<file path="src/rtl/mef_fertirrig_multi.sv">
// mef_fertirrig_multi: multi-sector fertigation sequencer.
//
// Arbitrates per-sector irrigation requests round-robin. It fills the shared
// tank, optionally runs the fertiliser mixer, drives the selected sector valve,
// and flushes the line after fertiliser runs. FILL is timed out, and an
// inconsistent level-sensor pair (high set, low clear) forces a latched FAULT.
//
// Ports:
//   clk    - system clock, rising edge
//   reset  - asynchronous active-low reset
//   Adub   - fertiliser mode request, latched when a run starts
//   Nv1    - tank high-level sensor (1 = full)
//   Nv0    - tank low-level sensor (1 = water above low mark)
//   Asp    - per-sector irrigation requests
//   Ve     - tank fill / fresh-water valve
//   Mist   - fertiliser mixer
//   Limp   - line cleaning (flush)
//   Sect   - one-hot sector valve, or all-zero
//   Busy   - a run is in progress (not IDLE, not FAULT)
//   Fault  - FAULT state, left only through reset
module mef_fertirrig_multi #(
  parameter int unsigned NCH       = 4,
  parameter int unsigned MIX_CYC   = 16,
  parameter int unsigned CLEAN_CYC = 32,
  parameter int unsigned FILL_TO   = 255
) (
  input  logic           clk,
  input  logic           reset,
  input  logic           Adub,
  input  logic           Nv1,
  input  logic           Nv0,
  input  logic [NCH-1:0] Asp,
  output logic           Ve,
  output logic           Mist,
  output logic           Limp,
  output logic [NCH-1:0] Sect,
  output logic           Busy,
  output logic           Fault
);

  localparam int unsigned MaxMc  = (MIX_CYC > CLEAN_CYC) ? MIX_CYC : CLEAN_CYC;
  localparam int unsigned MaxCyc = (MaxMc > FILL_TO) ? MaxMc : FILL_TO;
  localparam int unsigned CW     = $clog2(MaxCyc + 1);
  localparam int unsigned ChW    = (NCH > 1) ? $clog2(NCH) : 1;

  typedef enum logic [2:0] {
    StIdle,
    StFill,
    StMix,
    StIrrig,
    StClean,
    StFault
  } state_e;

  state_e         state_q, state_d;
  logic [ChW-1:0] ch_q, ch_d;
  logic [ChW-1:0] last_q, last_d;
  logic           fert_q, fert_d;
  logic [CW-1:0]  cnt_q, cnt_d;

  logic [ChW-1:0] pick;
  logic           any_req;
  logic           sensor_fault;

  // Round-robin pick: first requester strictly after the last served sector.
  always_comb begin
    int unsigned idx;
    pick    = '0;
    any_req = 1'b0;
    idx     = 0;
    for (int unsigned i = 1; i <= NCH; i++) begin
      idx = (int'(last_q) + i) % NCH;
      if (!any_req && Asp[ChW'(idx)]) begin
        any_req = 1'b1;
        pick    = ChW'(idx);
      end
    end
  end

  // Full-without-low is physically impossible: one sensor is broken.
  assign sensor_fault = Nv1 && !Nv0 && (state_q != StFault);

  always_comb begin
    state_d = state_q;
    ch_d    = ch_q;
    last_d  = last_q;
    fert_d  = fert_q;
    cnt_d   = cnt_q;

    unique case (state_q)
      StIdle: begin
        if (any_req) begin
          ch_d    = pick;
          fert_d  = Adub;
          state_d = Nv1 ? (Adub ? StMix : StIrrig) : StFill;
        end
      end
      StFill: begin
        if (Nv1) begin
          state_d = fert_q ? StMix : StIrrig;
        end else if (cnt_q == CW'(FILL_TO - 1)) begin
          state_d = StFault;
        end else begin
          cnt_d = cnt_q + CW'(1);
        end
      end
      StMix: begin
        if (cnt_q == CW'(MIX_CYC - 1)) begin
          state_d = StIrrig;
        end else begin
          cnt_d = cnt_q + CW'(1);
        end
      end
      StIrrig: begin
        if (!Asp[ch_q]) begin
          state_d = fert_q ? StClean : StIdle;
          last_d  = ch_q;
        end else if (!Nv0) begin
          // Plain runs refill and resume the same sector; fert runs flush.
          state_d = fert_q ? StClean : StFill;
        end
      end
      StClean: begin
        if (cnt_q == CW'(CLEAN_CYC - 1)) begin
          state_d = StIdle;
          last_d  = ch_q;
        end else begin
          cnt_d = cnt_q + CW'(1);
        end
      end
      StFault: ;
      default: state_d = StFault;
    endcase

    if (sensor_fault) begin
      state_d = StFault;
      ch_d    = ch_q;
      last_d  = last_q;
      fert_d  = fert_q;
    end

    if (state_d != state_q) begin
      cnt_d = '0;
    end
  end

  always_ff @(posedge clk or negedge reset) begin
    if (!reset) begin
      state_q <= StIdle;
      ch_q    <= '0;
      last_q  <= ChW'(NCH - 1);
      fert_q  <= 1'b0;
      cnt_q   <= '0;
    end else begin
      state_q <= state_d;
      ch_q    <= ch_d;
      last_q  <= last_d;
      fert_q  <= fert_d;
      cnt_q   <= cnt_d;
    end
  end

  // Moore outputs, decoded from registered state only.
  always_comb begin
    Ve    = 1'b0;
    Mist  = 1'b0;
    Limp  = 1'b0;
    Sect  = '0;
    Busy  = 1'b0;
    Fault = 1'b0;
    unique case (state_q)
      StIdle: ;
      StFill: begin
        Ve   = 1'b1;
        Busy = 1'b1;
      end
      StMix: begin
        Mist = 1'b1;
        Busy = 1'b1;
      end
      StIrrig: begin
        Sect[ch_q] = 1'b1;
        Busy       = 1'b1;
      end
      StClean: begin
        Ve         = 1'b1;
        Limp       = 1'b1;
        Sect[ch_q] = 1'b1;
        Busy       = 1'b1;
      end
      StFault: Fault = 1'b1;
      default: Fault = 1'b1;
    endcase
  end

endmodule

</file>
<file path="config.mk">
export PLATFORM = sky130hd
export DESIGN_NAME = mef_fertirrig_multi
export DESIGN_NICKNAME = d
export VERILOG_FILES = /design/src/rtl/mef_fertirrig_multi.sv
export SDC_FILE = /design/constraint.sdc
export NUM_CORES = 1
export LEC_CHECK = 0
export ABC_AREA = 1
export CORE_MARGIN = 3
export CORE_UTILIZATION = 50
export DETAILED_ROUTE_END_ITERATION = 7
export GPL_TIMING_DRIVEN = 0
export PLACE_DENSITY = 0.77
export SLEW_MARGIN = 20
export SYNTH_ARGS = -nofsm -noshare
export SYNTH_HDL_FRONTEND = slang
export SYNTH_SLANG_ARGS = --single-unit
</file>
<file path="constraint.sdc">
create_clock -name clk -period 2.5 [get_ports clk]
set_clock_uncertainty 0.15 [all_clocks]
set_input_delay 0.5 -clock clk [delete_from_list [all_inputs] [get_ports clk]]
set_output_delay 0.5 -clock clk [all_outputs]
set_load 0.02 [all_outputs]
</file>
==> results of run 1 <==
==> registers in the layout, summed over array words and instances (netlist names) <==
name,cells
ch_q,2
fert_q,1
state_q,3
cnt_q,8
last_q,2
==> cells in the mapped netlist, types with 4 or more instances <==
cell type,count
a21oi_1,4
dfrtp_1,14
inv_1,23
inv_2,7
nand2_1,73
nand2_2,11
nand3_1,13
nand3_2,5
nor2_1,23
nor2_2,8
nor3_1,6
o21ai_0,9
==> stage by stage <==
step	util (%)	setup WS, ns	cells	hold WS, ns	setup TNS, ns
after global routing	63.7	-0.00647	271	0.491	-0.00647
after CTS	64.0	0.0173	271	0.408	0
after global placement	62.8	0.0138	267	0.376	0
final	63.7	0.134	271	0.407	0
after detailed placement	62.8	-0.00504	267	0.383	-0.00558
after floorplan	-	0.449	220	0.0544	0
==> tightest hold or removal path, stage by stage (launching register included) <==
cell     delay, ns
dfrtp_1       0.41
nand2_1       0.07
nand2_1       0.05
==> cell type report <==
class,count,area (um2)
well taps,30,37.5
fillers,241,931
multi-input cells,171,866
plain buffers,3,30.0
inverters,30,113
repair buffers,17,151
clock buffers,4,36.3
flip-flops and latches,16,403
==> path summary, 6_finish.rpt <==
path	startpoint	to	slack [ns]	cells after the start
min	fert_q	fert_q	0.41	2
max reg2reg	last_q[1]	cnt_q[7]	0.47	15
min reg2reg	fert_q	fert_q	0.41	2
max in group asynchronous	reset	state_q[1]	1.24	1
min in group asynchronous	reset	cnt_q[7]	0.48	1
max	state_q[0]	Ve	0.13	5
==> power by group through the flow <==
stage | clock network (W) | logic, W | registers [W]
after global placement | 0 | 0.0000476 | 0.000264
final | 0.000177 | 0.0000482 | 0.000259
after floorplan | 0 | 0.0000228 | 0.000264
after detailed placement | 0 | 0.0000482 | 0.000264
after CTS | 0.000182 | 0.0000485 | 0.000259
after global routing | 0.000192 | 0.0000542 | 0.000259
==> cell families after synthesis <==
family / Yosys count / share of synthesized area (%)
AND/OR/NAND/NOR: 146 / 49.2
buffers and inverters: 33 / 10.2
AO/OA/AOI/OAI: 19 / 7.66
flip-flops: 16 / 28.7
XOR/XNOR: 4 / 2.50
adder cells (fa/ha/maj): 2 / 1.78
==> metal layers <==
metal  routed length, um  vias up
met3                 107        4
met5                   0        -
met2                1400       25
li1                    -      739
met4                  27        0
met1                1480      592
==> metrics.csv, run 1 <==
metric;value;unit
Post-route DRC;0;
Final setup viols;0;
Post-CTS Repair Setup Buffers;0;
Synth area leader;dfrtp_1;
dpl hpwl;2.44;mm
layout cells sized above 1;20.3;%
Synth Cell Area;1400;um2
Reg power frac;53.4;%
CTS sink cnt;16;
CP Buf/Inv Count;2;
commonest non-fill, non-tap cell in the layout;nand2_1;
largest net degree at the start of global routing;17;
Post-Syn Area per Cell;6.38;um2
crit-path leading delay family;buffers and inverters;
EDFF count, synth;0;
Ys Warns;0;
CTS tree;done;
initial core utilization;54.7;%
met3 usage;3.92;%
gr usage total;19.7;%
Highest Clock Rate;423;MHz
Peak VDD IR;0.000326;V
vias in the first global route;1232;
asr flop ratio synth;100;%
CTS buffer count;3;
slowest CP cell;clkdlybuf4s50_1;
outcome;finished, final reports clean;
routed vias;1360;
DP Area;1610;um2
ANT nets after route;0;
crit path capture type;output pin;
cts repair resizes;6;
ys flop type;dfrtp_1;
Int Pwr;0.000368;W
fin. max-slew vios;0;
htree depth;1;
global route total overflow;0;
# rows;18;
Final nets;253;
ANT cells;0;
combinational power share;10.0;%
CP max FO;8;
post-synth cell types;28;
Slowest Stage Delay on Critical Path;0.60;ns
Hold Crit Class;reg -> reg;
Clk network pwr share;36.6;%
Final Hold Vio Count;0;
Vias/cell;5.02;
root buffer cell;clkbuf_4;
Static Leak;0.852;nW
FF+latch count, synth;16;
Layout area overhead;16.6;%
Net Sw Frac;24.1;%
min Tclk post-route;2.37;ns
Clock Tree Buf Depth;2;
Relative slew margins;50.1;%
# IOs;18;
full die area;3480;um2
commonest non-fill, non-tap cells in the layout;nand2_1, inv_1, nor2_1;
clock-pin slew of the registers on the worst-case setup and hold paths;0.09;ns
initial antenna violation count;0;
main area contributors after synthesis;dfrtp_1, nand2_1, inv_1, nor2_1, nand2_2;
met2 Usage GRT;30.4;%
wire length per cell;11.1;um
Worst Setup Start Kind;flop;
DRT iter0 DRCs;77;
Synth top area share;25.0;%
cts hold-fix bufs;0;
PD cells;296;nW/um2
Required @ worst endpoint;1.85;ns
Cells after Synth;220;
first-pass GRT wire length;5.35;mm
crit path DAT;1.72;ns
drt pass-1 iters;4;
Placer Congestion;0.835;
NetSw;0.000117;W
CP dominant cell by count;nand2_2;
die width;59.0;um
met1 Use GR;28.6;%
Design Area, Final;1640;um2
Power Total;0.000484;W
clk_lat worst skew;0.30;ns
final wirelength;3.01;mm
Worst-Margin Slew;0.745;ns
GR peak layer;met2;
total of max-cap violations;0;
Critical Path, Cell by Cell;buf_6, nor2_2, nand2_2, nand2_2, clkdlybuf4s50_1;
post-synthesis sequential area ratio;28.7;%
Die H;59.0;um
Crit Path Category;reg -> out;
Net Count, Synth;231;
total core area;2570;um2
Tcrit/Tclk final;94.6;%
IO Port Bufs;17;
Note: power is estimated with default switching activity, not from simulation.
==> run 2: changes to the inputs <==
Settings changed: CORE_UTILIZATION 50 to 35, PLACE_DENSITY 0.77 to 0.59.
==> metrics.csv, run 2 (synthesis gave the netlist of run 1 again) <==
metric;value;unit;change
clock-pin slew of the registers on the worst-case setup and hold paths;0.07;ns;-0.02 ns
largest net degree at the start of global routing;17;;unchanged
root buffer cell;clkbuf_8;;
Static Leak;0.855;nW;+0.40%
IO Port Bufs;17;;unchanged
fin. max-slew vios;0;;unchanged
Reg area;403;um2;unchanged
commonest non-fill, non-tap cells in the layout;nand2_1, inv_1, nor2_1;;
Final setup viols;0;;unchanged
CTS sink cnt;16;;unchanged
Int Pwr;0.000419;W;+14%
combinational power share;8.7;%;-1.3 points
NetSw;0.000130;W;+11%
initial antenna violation count;0;;unchanged
min Tclk post-route;2.35;ns;-0.0194 ns
Hold Crit Class;reg -> reg;;
unrepaired setup endpoints after global routing;no;;
global route total overflow;0;;unchanged
Placer Congestion;0.824;;-1.4%
dpl hpwl;2.52;mm;+3.6%
Highest Clock Rate;426;MHz;+0.83%
total of max-cap violations;0;;unchanged
crit path capture type;output pin;;
wire length per cell;11.2;um;+0.49%
CTS tree;done;;
Layout area overhead;20.1;%;
full die area;4810;um2;+38%
Worst Setup Start Kind;flop;;
commonest non-fill, non-tap cell in the layout;nand2_1;;
vias in the first global route;1314;;+6.7%
crit path DAT;1.70;ns;-0.02 ns
Final Hold Vio Count;0;;unchanged
gr usage total;14.6;%;-5.1 points
Slowest Stage Delay on Critical Path;0.60;ns;about the same
final wirelength;3.25;mm;+7.9%
Post-route DRC;0;;unchanged
first-pass GRT wire length;5.82;mm;+8.8%
routed vias;1335;;-1.8%
cts hold-fix bufs;0;;unchanged
Worst-Margin Slew;0.760;ns;+0.0141 ns
max reg flops;8;;unchanged
CP max FO;8;;unchanged
Peak VDD IR;0.000388;V;+19%
ANT cells;0;;unchanged
Required @ worst endpoint;1.85;ns;about the same
CTS buffer count;3;;unchanged
Final nets;255;;+0.79%
slowest CP cell;clkdlybuf4s50_1;;
die width;69.3;um;+18%
PD cells;326;nW/um2;+10%
htree depth;1;;unchanged
Vias/cell;4.59;;-8.6%
Biggest register;cnt_q;;
clk_lat worst skew;0.26;ns;-0.04 ns
outcome;finished, final reports clean;;
Largest regs;cnt_q: 8 flops, state_q: 3 flops;;
initial core utilization;37.2;%;-17 points
Critical Path, Cell by Cell;buf_6, inv_1, nand3_1, inv_2, clkdlybuf4s50_1;;
Reg power frac;47.2;%;-6.2 points
Net Sw Frac;23.7;%;-0.45 points
area of the multi-input gates;861;um2;-0.58%
total core area;3770;um2;+47%
Relative slew margins;49.2;%;-0.94 points
ANT nets after route;0;;unchanged
Fillers;412;;+71%
# IOs;18;;unchanged
Clk network pwr share;44.1;%;+7.5 points
fin util;44.7;%;-19 points
Power Total;0.000549;W;+13%
Tcrit/Tclk final;93.9;%;-0.77 points
DRT iter0 DRCs;54;;-30%
drt pass-1 iters;4;;unchanged
setup TNS;0;ns;unchanged
Crit Path Category;reg -> out;;
Die H;69.3;um;+18%
layout cells sized above 1;21.0;%;+0.66 points
Clock Tree Buf Depth;2;;unchanged
# rows;22;;+4
-- run 2: changes by cell type in the layout (fill, tap and decap cells not counted) --
cell             delta
clkdlybuf4s50_1     +1
clkbuf_2            -4
clkbuf_8            +3
buf_4               +2
nor2_4              -1
nor2_2              +1
clkbuf_4            -3
buf_2               +4
dlymetal6s2s_1      -1
-- run 2: cell type report --
cell class	count	share of cell area (%)
clock buffer	4	3.27
timing repair buffer	19	9.73
buffer	3	1.78
inverter	30	6.68
multi-input combinational	171	51.1
tap	48	3.56
sequential	16	23.9
-- run 2: per-stage QoR --
step / hold WS [ns] / setup slack [ns] / cells / cell area (um2)
3_5_place_dp: 0.374 / -0.0348 / 285 / 1630
3_3_place_gp: 0.373 / -0.0295 / 285 / 1630
5_1_grt: 0.426 / 0.0408 / 291 / 1690
2_1_floorplan: 0.0544 / 0.449 / 220 / 1400
6_report: 0.390 / 0.154 / 291 / 1690
4_1_cts: 0.391 / 0.0159 / 289 / 1690
-- run 2: path summary, 6_finish.rpt --
check                                 from    endpoint  slack [ns]  cells past startpoint
worst min-delay path                fert_q      fert_q        0.39                      2
min in group asynchronous            reset  state_q[2]        0.54                      1
worst max register to register   last_q[1]    cnt_q[7]        0.48                     15
worst max-delay path            state_q[0]        Mist        0.15                      5
worst min register to register      fert_q      fert_q        0.39                      2
max in group asynchronous            reset    cnt_q[4]        1.19                      1
-- run 2: layer usage --
layer	up-vias	part of all wire, %	track usage (%)
li1	732	-	-
met1	586	51	20.3
met2	11	45	23.0
met3	6	2.4	2.90
met4	0	1.2	3.90
met5	-	0	0
-- run 2: critical path, delay by kind of cell, from the launching register on --
kind	cells	cell delay [ns]
flip-flops	1	0.37
buffers and inverters	4	0.95
AND/OR/NAND/NOR	1	0.12
-- run 2: what timing repair did --
item | 4_1_cts | 5_1_grt
buffers inserted | 0 | 2
gates resized for setup | 17 | 5
setup endpoints to repair | 5 | 4
-- run 2: power groups by stage --
| stage | combinational [W] | clock [W] | sequential (W) |
|---|---|---|---|
| CTS | 0.0000486 | 0.000251 | 0.000259 |
| floorplan | 0.0000228 | 0 | 0.000264 |
| finish | 0.0000479 | 0.000242 | 0.000259 |
| detailed placement | 0.0000483 | 0 | 0.000264 |
| global route | 0.0000539 | 0.000261 | 0.000259 |
| global placement | 0.0000484 | 0 | 0.000264 |
==> run 3: changes to the inputs <==
Settings changed: TNS_END_PERCENT set to 10.
==> results of run 3 <==
Final layout, timing and power as in run 2 (identical DEF).
